### src/rtl/mac_pkg.sv
// mac_pkg: shared widths, opcodes, FSM states and fixed MAC pin patterns for mac_sequencer.
package mac_pkg;
  localparam int DATA_W = 8;
  localparam int RES_W = 17;
  localparam logic OP_SUMP = 1'b0;
  localparam logic OP_TRI = 1'b1;
  typedef enum logic [2:0] {
    ST_IDLE       = 3'd0,
    ST_TRI_S1     = 3'd1,
    ST_TRI_S2     = 3'd2,
    ST_SUMP_WAIT  = 3'd3,
    ST_SUMP_ISSUE = 3'd4,
    ST_DRAIN      = 3'd5,
    ST_RESULT     = 3'd6
  } state_e;
  typedef struct packed {
    logic [DATA_W-1:0] in_1;
    logic [DATA_W-1:0] in_2;
    logic [DATA_W-1:0] in_add;
    logic              mode;
    logic              mul_mux;
    logic              adder_mux;
  } mac_pins_t;
  localparam mac_pins_t PINS_OFF = '0;
  // Adding zero to the accumulator keeps it intact between streamed pairs
  localparam mac_pins_t PINS_HOLD = '{in_1: 8'd0, in_2: 8'd0, in_add: 8'd0, mode: 1'b0, mul_mux: 1'b0, adder_mux: 1'b1};
endpackage

### src/rtl/mac_sequencer.sv
// mac_sequencer: sequences an external MAC unit for trinomial and sum-of-products commands.
module mac_sequencer
  import mac_pkg::*;
#(
  parameter int MAC_LATENCY = 2,
  parameter int LEN_W = 4
) (
  input  logic              clk,
  input  logic              reset,
  input  logic              cmd_valid,
  output logic              cmd_ready,
  input  logic              cmd_op,
  input  logic [LEN_W-1:0]  cmd_len,
  input  logic [DATA_W-1:0] cmd_a,
  input  logic [DATA_W-1:0] cmd_x,
  input  logic [DATA_W-1:0] cmd_b,
  input  logic [DATA_W-1:0] cmd_c,
  input  logic              op_valid,
  output logic              op_ready,
  input  logic [DATA_W-1:0] op_in1,
  input  logic [DATA_W-1:0] op_in2,
  output logic [DATA_W-1:0] mac_in_1,
  output logic [DATA_W-1:0] mac_in_2,
  output logic [DATA_W-1:0] mac_in_add,
  output logic              mac_mode,
  output logic              mac_mul_input_mux,
  output logic              mac_adder_input_mux,
  input  logic [RES_W-1:0]  mac_output,
  output logic              res_valid,
  input  logic              res_ready,
  output logic [RES_W-1:0]  res_data,
  output logic              busy
);
  localparam int CNT_W = $clog2(MAC_LATENCY + 1);
  localparam logic [CNT_W-1:0] CNT_LAST = CNT_W'(MAC_LATENCY - 1);

  state_e            state_q, state_d;
  logic [DATA_W-1:0] a_q, a_d, x_q, x_d, b_q, b_d, c_q, c_d, p1_q, p1_d, p2_q, p2_d;
  logic [LEN_W-1:0]  rem_q, rem_d;
  logic              first_q, first_d;
  logic [CNT_W-1:0]  cnt_q, cnt_d;
  logic [RES_W-1:0]  res_q, res_d;
  mac_pins_t         pins;

  always_comb begin
    state_d = state_q;
    a_d = a_q;
    x_d = x_q;
    b_d = b_q;
    c_d = c_q;
    p1_d = p1_q;
    p2_d = p2_q;
    rem_d = rem_q;
    first_d = first_q;
    res_d = res_q;
    cnt_d = (state_q == ST_DRAIN) ? cnt_q + CNT_W'(1) : '0;
    pins = PINS_OFF;
    unique case (state_q)
      ST_IDLE: if (cmd_valid) begin
        a_d = cmd_a;
        x_d = cmd_x;
        b_d = cmd_b;
        c_d = cmd_c;
        rem_d = cmd_len;
        first_d = 1'b1;
        res_d = '0;
        state_d = (cmd_op == OP_TRI) ? ST_TRI_S1 : (cmd_len != '0) ? ST_SUMP_WAIT : ST_RESULT;
      end
      ST_TRI_S1: begin
        pins = '{a_q, x_q, b_q, 1'b1, 1'b0, 1'b0};
        state_d = ST_TRI_S2;
      end
      ST_TRI_S2: begin
        pins = '{a_q, x_q, c_q, 1'b1, 1'b1, 1'b0};
        state_d = ST_DRAIN;
      end
      ST_SUMP_WAIT: begin
        pins = PINS_HOLD;
        if (op_valid) begin
          p1_d = op_in1;
          p2_d = op_in2;
          rem_d = rem_q - LEN_W'(1);
          state_d = ST_SUMP_ISSUE;
        end
      end
      ST_SUMP_ISSUE: begin
        pins = '{p1_q, p2_q, 8'd0, 1'b0, 1'b0, !first_q};
        first_d = 1'b0;
        state_d = (rem_q == '0) ? ST_DRAIN : ST_SUMP_WAIT;
      end
      ST_DRAIN: if (cnt_q == CNT_LAST) begin
        res_d = mac_output;
        state_d = ST_RESULT;
      end
      ST_RESULT: state_d = res_ready ? ST_IDLE : ST_RESULT;
      default: state_d = ST_IDLE;
    endcase
  end

  always_ff @(posedge clk) begin
    if (reset) begin
      state_q <= ST_IDLE;
      a_q <= '0;
      x_q <= '0;
      b_q <= '0;
      c_q <= '0;
      p1_q <= '0;
      p2_q <= '0;
      rem_q <= '0;
      first_q <= 1'b0;
      cnt_q <= '0;
      res_q <= '0;
    end else begin
      state_q <= state_d;
      a_q <= a_d;
      x_q <= x_d;
      b_q <= b_d;
      c_q <= c_d;
      p1_q <= p1_d;
      p2_q <= p2_d;
      rem_q <= rem_d;
      first_q <= first_d;
      cnt_q <= cnt_d;
      res_q <= res_d;
    end
  end

  assign cmd_ready = state_q == ST_IDLE;
  assign busy = state_q != ST_IDLE;
  assign op_ready = state_q == ST_SUMP_WAIT;
  assign res_valid = state_q == ST_RESULT;
  assign res_data = res_q;
  assign mac_in_1 = pins.in_1;
  assign mac_in_2 = pins.in_2;
  assign mac_in_add = pins.in_add;
  assign mac_mode = pins.mode;
  assign mac_mul_input_mux = pins.mul_mux;
  assign mac_adder_input_mux = pins.adder_mux;
endmodule

### config.mk
export PLATFORM = sky130hd
export DESIGN_NAME = mac_sequencer
export DESIGN_NICKNAME = d
export VERILOG_FILES = /design/src/rtl/mac_pkg.sv /design/src/rtl/mac_sequencer.sv
export SDC_FILE = /design/constraint.sdc
export NUM_CORES = 1
export LEC_CHECK = 0
export CAP_MARGIN = 20
export CORE_ASPECT_RATIO = 0.8
export CORE_MARGIN = 5
export CORE_UTILIZATION = 41
export DETAILED_ROUTE_END_ITERATION = 12
export PLACE_DENSITY = 0.84
export SLEW_MARGIN = 30
export SYNTH_ARGS = -nofsm -noshare
export SYNTH_HDL_FRONTEND = slang
export SYNTH_SLANG_ARGS = --single-unit
### constraint.sdc
create_clock -name clk -period 1.6 [get_ports clk]
set_clock_uncertainty 0.05 [all_clocks]
set_input_delay 0.16 -clock clk [delete_from_list [all_inputs] [get_ports clk]]
set_output_delay 0.16 -clock clk [all_outputs]
set_load 0.01 [all_outputs]
==> results summary, run 1 <==
The die is ~92 µm tall. The wire length on met1 came out at 4840 µm. The critical path goes through and2b_1 -> o21a_4 -> clkbuf_16 -> a22o_1 -> buf_2. The final route contains around 3600 vias. The final number of setup-violating endpoints came out at 78.

The worst setup slack after placement came out at -273 ps. Counting along the longest clock path gives a buffer depth of 2. The detail-routed net length per standard cell came out at about 18 µm. The final max-slew violation count is 0.

The pre-antenna-repair detailed-routing pass consisted of 5 iterations. The worst hold slack is approximately 110 ps. The number of DRC markers after the initial detailed-route iteration is about 230. The met2 wirelength from detailed routing came out at approximately 6000 µm. In this run the worst setup path begins at state_q[0]. The final hold violation count came out at 0. The slowest stage of the critical path is the sky130_fd_sc_hd__dfxtp_4 cell.

The number of remaining DRC errors came out at 0. The post-synth net total came out at a little under 500. The worst setup path is captured at an output pin.

The synthesis warning total is 0. In this run the worst hold path is classified as input pin to flop. Among all flip-flop cells after synthesis, the most frequent one is sky130_fd_sc_hd__dfxtp_1.

The measured slew at the worst slew-check pin came out at between 300 and 400 ps. The reg-to-reg critical path startpoint is state_q[0]. The area added between synthesis and finish is 68.6%. For hold timing, the worst endpoint is state_q[1].

The minimum clock period came out at roughly 1900 ps. The setup check on the worst reg-to-reg path leaves a slack of -200 ps. The root buffer cell chosen for the clock tree is sky130_fd_sc_hd__clkbuf_8. The share of cells above drive strength 1 is 0.347. The worst vdd rail ir drop is between 0.6 and 0.7 mV. The flow ran to the end, but the final reports show violations. The post-route fraction of the period consumed by the critical path came out at 1.18. The number of diodes came out at 0. The worst endpoint data arrival time came out at 1680 ps. The critical path in this run is classified as flop to output pin.

The clock latency reported for the late side of the worst-skew pair came out at roughly 350 ps. In this run the most critical hold path is launched from reset. Clock-pin slew was measured on the worst setup and hold paths at 80 ps. By area the synthesized netlist is led by sky130_fd_sc_hd__dfxtp_1 (43%), sky130_fd_sc_hd__nand2_1 (13%), sky130_fd_sc_hd__a21oi_1 (7.7%). The total CTS buffers is 9. For this configuration, the core starts out at a cell density of 0.413. Summing all non-filler instances in the final layout gives an area of between 5000 and 6000 µm². Using the TritonRoute via totals, the vias-per-cell ratio works out to ~5.3. Derived from the worst setup path, the maximum achievable clock frequency is between 500 and 600 MHz. The remaining antenna violation count came out at 0.

Setup repair after global routing could not meet its margin everywhere. Yosys mapped the design onto 48 distinct sky130hd cell types. The first-pass GRT wire length came out at around 17000 µm. The count of placed standard cells in the final layout, fillers left out is between 600 and 700. The maximum fanout count along the critical path is 4.

Including well taps, the total number of placed cells is 643. The checks that failed: setup timing. The number of levels the H-tree was split into came out at 3.

The residual overflow from global routing came out at 0. After layout, the worst setup slack is -293 ps. The floorplan step defined a die boundary enclosing between 10000 and 15000 µm².

The area of the core is approximately 8400 µm². The startpoint class of the critical path is a flop. The total routed wirelength came out at 12000 µm. The number of antenna violations at the first check in global routing came out at 0.

The delay contributed by the slowest stage of the critical path is about 370 ps. The critical path required time is 1390 ps. The summed instance area of the synthesized netlist came out at 3460 µm². In the synthesized netlist, the number of instances is between 400 and 500. The number of global-route vias before repair is 3470. The share of synthesized area in the top cell type comes to 0.434. Summing all placed instances gives a cell area of between 4000 and 5000 µm². The number of cells traversed by the worst register-to-register path came out at 7. sky130_fd_sc_hd__dfxtp_1 takes more of the synthesized area than any other cell. The count of buffers added on input and output ports is between 100 and 150. TritonCTS built the clock tree.

The die is 113 µm wide. The pin count of the biggest net entering global routing came out at 73. The last weighted congestion value of the routability-driven placer is just under 0.9. CTS saw 75 sinks. The total power draw came out at ~7000 µW. For this run, asynchronously set or reset flops after synthesis account for 0. The fraction of the yosys area taken by sequential cells came out at 0.434. The end of the worst register-to-register path is a_q[5]. After synthesis the netlist holds a flip-flop and latch count of between 70 and 80. The routed length on met3 came out at between 700 and 800 µm. In this run the power density over the cells is around 1200 nW/µm². In this run the tightest slew margin relative to its limit is 0.747.

The global routing usage summed across all routing layers is 0.207. The highest metal layer carrying signal wires in the routed design is met4. During I/O placement, the number of pins put on the boundary was between 100 and 150. Summed over all cells, the static leakage comes to about 0.0023 µW. The final net count is approximately 640.

The per-instance average area after synthesis came out at ~8.4 µm². The number of enable-type register cells in the synthesized netlist is 0. After floorplanning, the core was divided into 30 placement rows. The depth of the worst hold-timing path came out at 3. The placed wire-length estimate is 7160 µm. The count of max-cap constraint violations came out at 0.
[report_power, final]
part / internal (µW) / total, µW / leakage, µW / switching (µW)
combinational: 1640 / 3160 / 0.00161 / 1520
clock: 881 / 1590 / 0.000103 / 709
sequential: 2070 / 2280 / 0.000611 / 216
total: 4590 / 7030 / 0.00233 / 2440
[per-layer routing]
metal	global-route usage	vias to the layer above
met5	0	-
met4	0.0551	0
met1	0.267	1718
met3	0.0488	21
met2	0.345	152
li1	-	1715
[layout make-up]
| class | count | area (µm²) |
|---|---|---|
| flip-flops and latches | 75 | 1510 |
| well taps | 112 | 140 |
| multi-input cells | 295 | 2170 |
| clock inverters | 6 | 88.8 |
| fillers | 625 | 2540 |
| repair buffers | 177 | 1760 |
| clock buffers | 10 | 128 |
| inverters | 8 | 30.0 |
[metrics by stage]
| step | utilization | setup TNS (ps) |
|---|---|---|
| final | 0.697 | -12280 |
| after global routing | 0.697 | -17590 |
| after CTS | 0.638 | -12130 |
| after detailed placement | 0.584 | -12000 |
| after global placement | 0.584 | -10470 |
| after floorplan | - | -6.08 |
[placed cells by master, fill, tap and decap left out, types with 3 or more instances in the layout]
cell type and instances:
sky130_fd_sc_hd__a21oi_1 18, sky130_fd_sc_hd__a21oi_2 35, sky130_fd_sc_hd__a22o_1 16, sky130_fd_sc_hd__a22oi_1 4, sky130_fd_sc_hd__a22oi_2 4, sky130_fd_sc_hd__buf_12 10
sky130_fd_sc_hd__buf_2 25, sky130_fd_sc_hd__buf_4 22, sky130_fd_sc_hd__buf_6 18, sky130_fd_sc_hd__clkbuf_8 9, sky130_fd_sc_hd__clkdlybuf4s15_2 3, sky130_fd_sc_hd__clkdlybuf4s50_1 90
sky130_fd_sc_hd__dfxtp_1 72, sky130_fd_sc_hd__dlygate4sd2_1 3, sky130_fd_sc_hd__inv_1 5, sky130_fd_sc_hd__inv_2 3, sky130_fd_sc_hd__mux2i_1 19, sky130_fd_sc_hd__nand2_1 78
sky130_fd_sc_hd__nand2_2 5, sky130_fd_sc_hd__nand2_4 33, sky130_fd_sc_hd__nand2b_1 19, sky130_fd_sc_hd__nor2_1 9, sky130_fd_sc_hd__nor2b_1 6, sky130_fd_sc_hd__o211ai_1 3
[kinds of logic after synthesis]
family,share of synthesized area
simple gates,0.248
flops,0.434
fa+ha+maj,0.00723
mux,0.0550
buf+inv,0.0778
compound gates,0.178
[synthesized netlist by cell type, drive strengths merged, types with 3 or more instances]
cell,instances
clkbuf,11
o211ai,3
mux2i,19
nand2,116
inv,8
a21oi,53
nor3,5
a22oi,8
nor2,9
nor2b,7
buf,24
o21ai,3
dfxtp,75
nand3,4
nand2b,19
a22o,16
[timing repair]
item / 4_1_cts / 5_1_grt
endpoints found under the hold margin: 0 / 0
setup buffers: 13 / 5
gates resized for setup: 136 / 143
hold buffers: 0 / 0
endpoints found under the setup margin: 63 / 81
pin swaps: 9 / 83
gates cloned: 7 / 5
[registers in the layout (all words and copies together), names as in the netlist]
signal,count
p2_q,8
c_q,8
cnt_q,2
res_data,17
a_q,8
b_q,8
first_q,1
state_q,3
x_q,8
rem_q,4
p1_q,8
[worst max-delay path by stage]
stage	endpoint	slack, ps	cells past startpoint
after CTS	mac_in_1[5]	-310	5
after floorplan	mac_in_1[0]	-0.7	7
after global routing	mac_in_1[5]	-350	5
after detailed placement	mac_in_2[0]	-270	5
after global placement	mac_in_1[4]	-220	5
final	mac_in_2[7]	-290	5
[critical path: cells and delay by family, from the launching register on]
kind	cells	cell delay [ps]
simple gates	1	200
compound gates	2	470
buf+inv	2	300
flops	1	370
(Power assumes the default switching activity.)
==> run 2, diff against run 1 <==
--- a/config.mk
+++ b/config.mk
@@ -8,9 +8,10 @@
 export CAP_MARGIN = 20
 export CORE_ASPECT_RATIO = 0.8
 export CORE_MARGIN = 5
-export CORE_UTILIZATION = 41
+export CORE_UTILIZATION = 45
 export DETAILED_ROUTE_END_ITERATION = 12
-export PLACE_DENSITY = 0.84
+export DONT_BUFFER_PORTS = 1
+export PLACE_DENSITY = 0.69
 export SLEW_MARGIN = 30
 export SYNTH_ARGS = -nofsm -noshare
 export SYNTH_HDL_FRONTEND = slang
==> results summary, run 2 (synthesis gave the netlist of run 1 again) <==
The iteration count of the initial detailed-routing pass came to 4 (was 5). The last weighted congestion value of the routability-driven placer is 0.871 (was 0.885). The residual overflow from global routing is 0 (unchanged). The number of antenna violations at the first check in global routing came out at 0 (unchanged).

The area of the core came out at 7430 µm² (was 8370 µm²). The number of levels the H-tree was split into came to 3 (unchanged). The total I/O pin count is 123 (unchanged). The count of placed standard cells in the final layout, fillers left out is 618 (was 683).

The minimum clock period is 1750 ps (was 1890 ps). The ratio of total power to cell area came out at 1260 nW/µm² (was 1210 nW/µm²). The final max-slew violation count came out at 0 (unchanged).

The row count is 28 (was 30). The critical path capture point is mac_in_2[0] (was mac_in_2[7]). The total CTS buffers came out at 9 (unchanged). The area added between synthesis and finish was 49.5% (was 68.6%). The final hold violation count is 0 (unchanged). The die outline area came out at 9550 µm² (was 10400 µm²). The total routed wirelength is 11200 µm (was 12000 µm). The final number of setup-violating endpoints is 71 (was 78). The number of vias per cell came out at 5.47 (was 5.28).

The type of the tightest min-delay check is input pin to flop (unchanged). The origin of the worst setup path is state_q[0] (unchanged). Unrepaired setup endpoints after global routing: yes (unchanged). The first-pass GRT wire length is 15900 µm (was 17300 µm). The setup slack of the critical path after layout came out at -153 ps (was -293 ps). The placed wire-length estimate was 6130 µm (was 7160 µm). The most common library cell in the layout ignoring fill and taps was sky130_fd_sc_hd__nand2_1 (was sky130_fd_sc_hd__clkdlybuf4s50_1). The remaining antenna violation count was 0 (unchanged).

The final core area utilization is 0.696 (was 0.697). The worst vdd rail ir drop is 0.496 mV (was 0.652 mV). The end of the worst register-to-register path is x_q[1] (was a_q[5]). The worst slew margin relative to its limit is 0.748 (was 0.747). The number of remaining DRC errors came out at 0 (unchanged). The CTS tree is yes (unchanged).

The leakage component of the power came out at 0.00194 µW (was 0.00233 µW). The startpoint class of the critical path is a flop (unchanged). Failing checks: setup timing (unchanged). The critical path required time came out at 1390 ps (about the same). The slack of the worst reg-to-reg path was -140 ps (was -200 ps). The type of the worst setup path is flop to output pin (unchanged). The count of max-cap constraint violations is 0 (unchanged). The number of sinks handled by clock tree synthesis is 75 (unchanged). The measured slew at the worst slew-check pin came to 379 ps (was 380 ps). The final net count came out at 586 (was 643). The die span in y came out at 88.4 µm (was 92.2 µm).

The number of diodes came out at 0 (unchanged). The number of DRC markers after the initial detailed-route iteration came to 236 (was 227). The number of global-route vias before repair is 3319 (was 3470).

The worst endpoint data arrival time came out at 1540 ps (was 1680 ps). The cell at the root of the clock tree is sky130_fd_sc_hd__clkbuf_8 (unchanged). The die width came out at 108 µm (was 113 µm). The port buffer count came out at 0 (was 122).

The reg-to-reg critical path startpoint is state_q[1] (was state_q[0]). The post-route fraction of the period consumed by the critical path came out at 1.10 (was 1.18). The cell count after placement came out at 508 (was 643). Status: finished with violations (unchanged). The number of cells traversed by the worst register-to-register path is 6 (was 7).

The depth of the worst hold-timing path was 2 (was 3). The critical path capture point type is an output pin (unchanged). The worst hold slack is 18.5 ps (was 108 ps). The pin count of the biggest net entering global routing is 73 (unchanged). Top library cells by usage in the layout, fill and taps aside: sky130_fd_sc_hd__nand2_1 (103), sky130_fd_sc_hd__dlygate4sd3_1 (73), sky130_fd_sc_hd__dfxtp_1 (72) (was sky130_fd_sc_hd__clkdlybuf4s50_1 (90), sky130_fd_sc_hd__nand2_1 (78), sky130_fd_sc_hd__dfxtp_1 (72)). The initial core utilization came out at 0.466 (was 0.413). The detail-routed net length per standard cell was 18.1 µm (was 17.5 µm). The clock tree buffer depth came out at 2 (unchanged). The clock latency reported for the late side of the worst-skew pair came out at 330 ps (was 350 ps). The maximum operating frequency was 570 MHz (was 528 MHz). The clock-pin slew on the worst setup and hold paths is 70 ps (was 80 ps).

The worst setup slack after placement is -55.4 ps (was -273 ps). The number of flip-flops in the largest register came to 17 (unchanged). The routed via count came out at 3381 (was 3606).

The global routing usage summed across all routing layers is 0.210 (was 0.207). The share of cells above drive strength 1 came out at 0.236 (was 0.347). The maximum fanout count along the critical path came out at 17 (was 4).

The total power draw came out at 6520 µW (was 7030 µW).
## run 2: cell count changes in the layout (fill, tap and decap cells not counted), sizes merged, moves of 2 or more
| cell | delta |
|---|---|
| buf | -37 |
| clkbuf | +2 |
| clkdlybuf4s15 | -4 |
| clkdlybuf4s50 | -90 |
| dlygate4sd2 | -3 |
| dlygate4sd3 | +73 |
## run 2: worst max-delay path, stage by stage, from the launching register on
cell and delay [ps]:
sky130_fd_sc_hd__dfxtp_4 380, sky130_fd_sc_hd__and2b_1 210, sky130_fd_sc_hd__o21a_4 300, sky130_fd_sc_hd__a22o_1 310
## run 2: cell type report
class | instances | area (µm²)
inverters | 8 | 30.0
clock inverters | 5 | 103
flip-flops and latches | 75 | 1510
well taps | 105 | 131
clock buffers | 10 | 128
fillers | 562 | 2260
multi-input cells | 296 | 1900
repair buffers | 119 | 1360
## run 2: worst min-delay path by stage
stage | from | endpoint
6_report | cmd_len[1] | rem_q[1]
5_1_grt | op_valid | rem_q[0]
4_1_cts | cmd_op | state_q[0]
3_5_place_dp | reset | first_q
3_3_place_gp | reset | rem_q[0]
2_1_floorplan | cmd_a[0] | a_q[0]
## run 2: routing by layer
| metal | global-route usage | part of all wire | vias to the layer above |
|---|---|---|---|
| li1 | - | - | 1609 |
| met1 | 0.248 | 0.41 | 1614 |
| met2 | 0.360 | 0.50 | 137 |
| met3 | 0.0708 | 0.073 | 21 |
| met4 | 0.0711 | 0.018 | 0 |
| met5 | 0 | 0 | - |
## run 2: report_power, final
part           total, µW  switching (µW)  internal [µW]
clock network       1690             669           1030
registers           2230             164           2070
logic               2590            1270           1330
## run 2: per-stage QoR
step	area, µm²	setup TNS [ps]
4_1_cts	4750	-6290
5_1_grt	5170	-10230
3_3_place_gp	3630	-160
3_5_place_dp	3630	-654
6_report	5170	-7170
2_1_floorplan	3460	-6.08
## run 2: repair_timing
item / CTS / global route
cloned: 1 / 7
gates resized for setup: 20 / 54
setup endpoints to repair: 31 / 102
buffers inserted: 7 / 6
endpoints found under the hold margin: 73 / 0
hold buffers: 74 / 0
pin swaps: 5 / 10
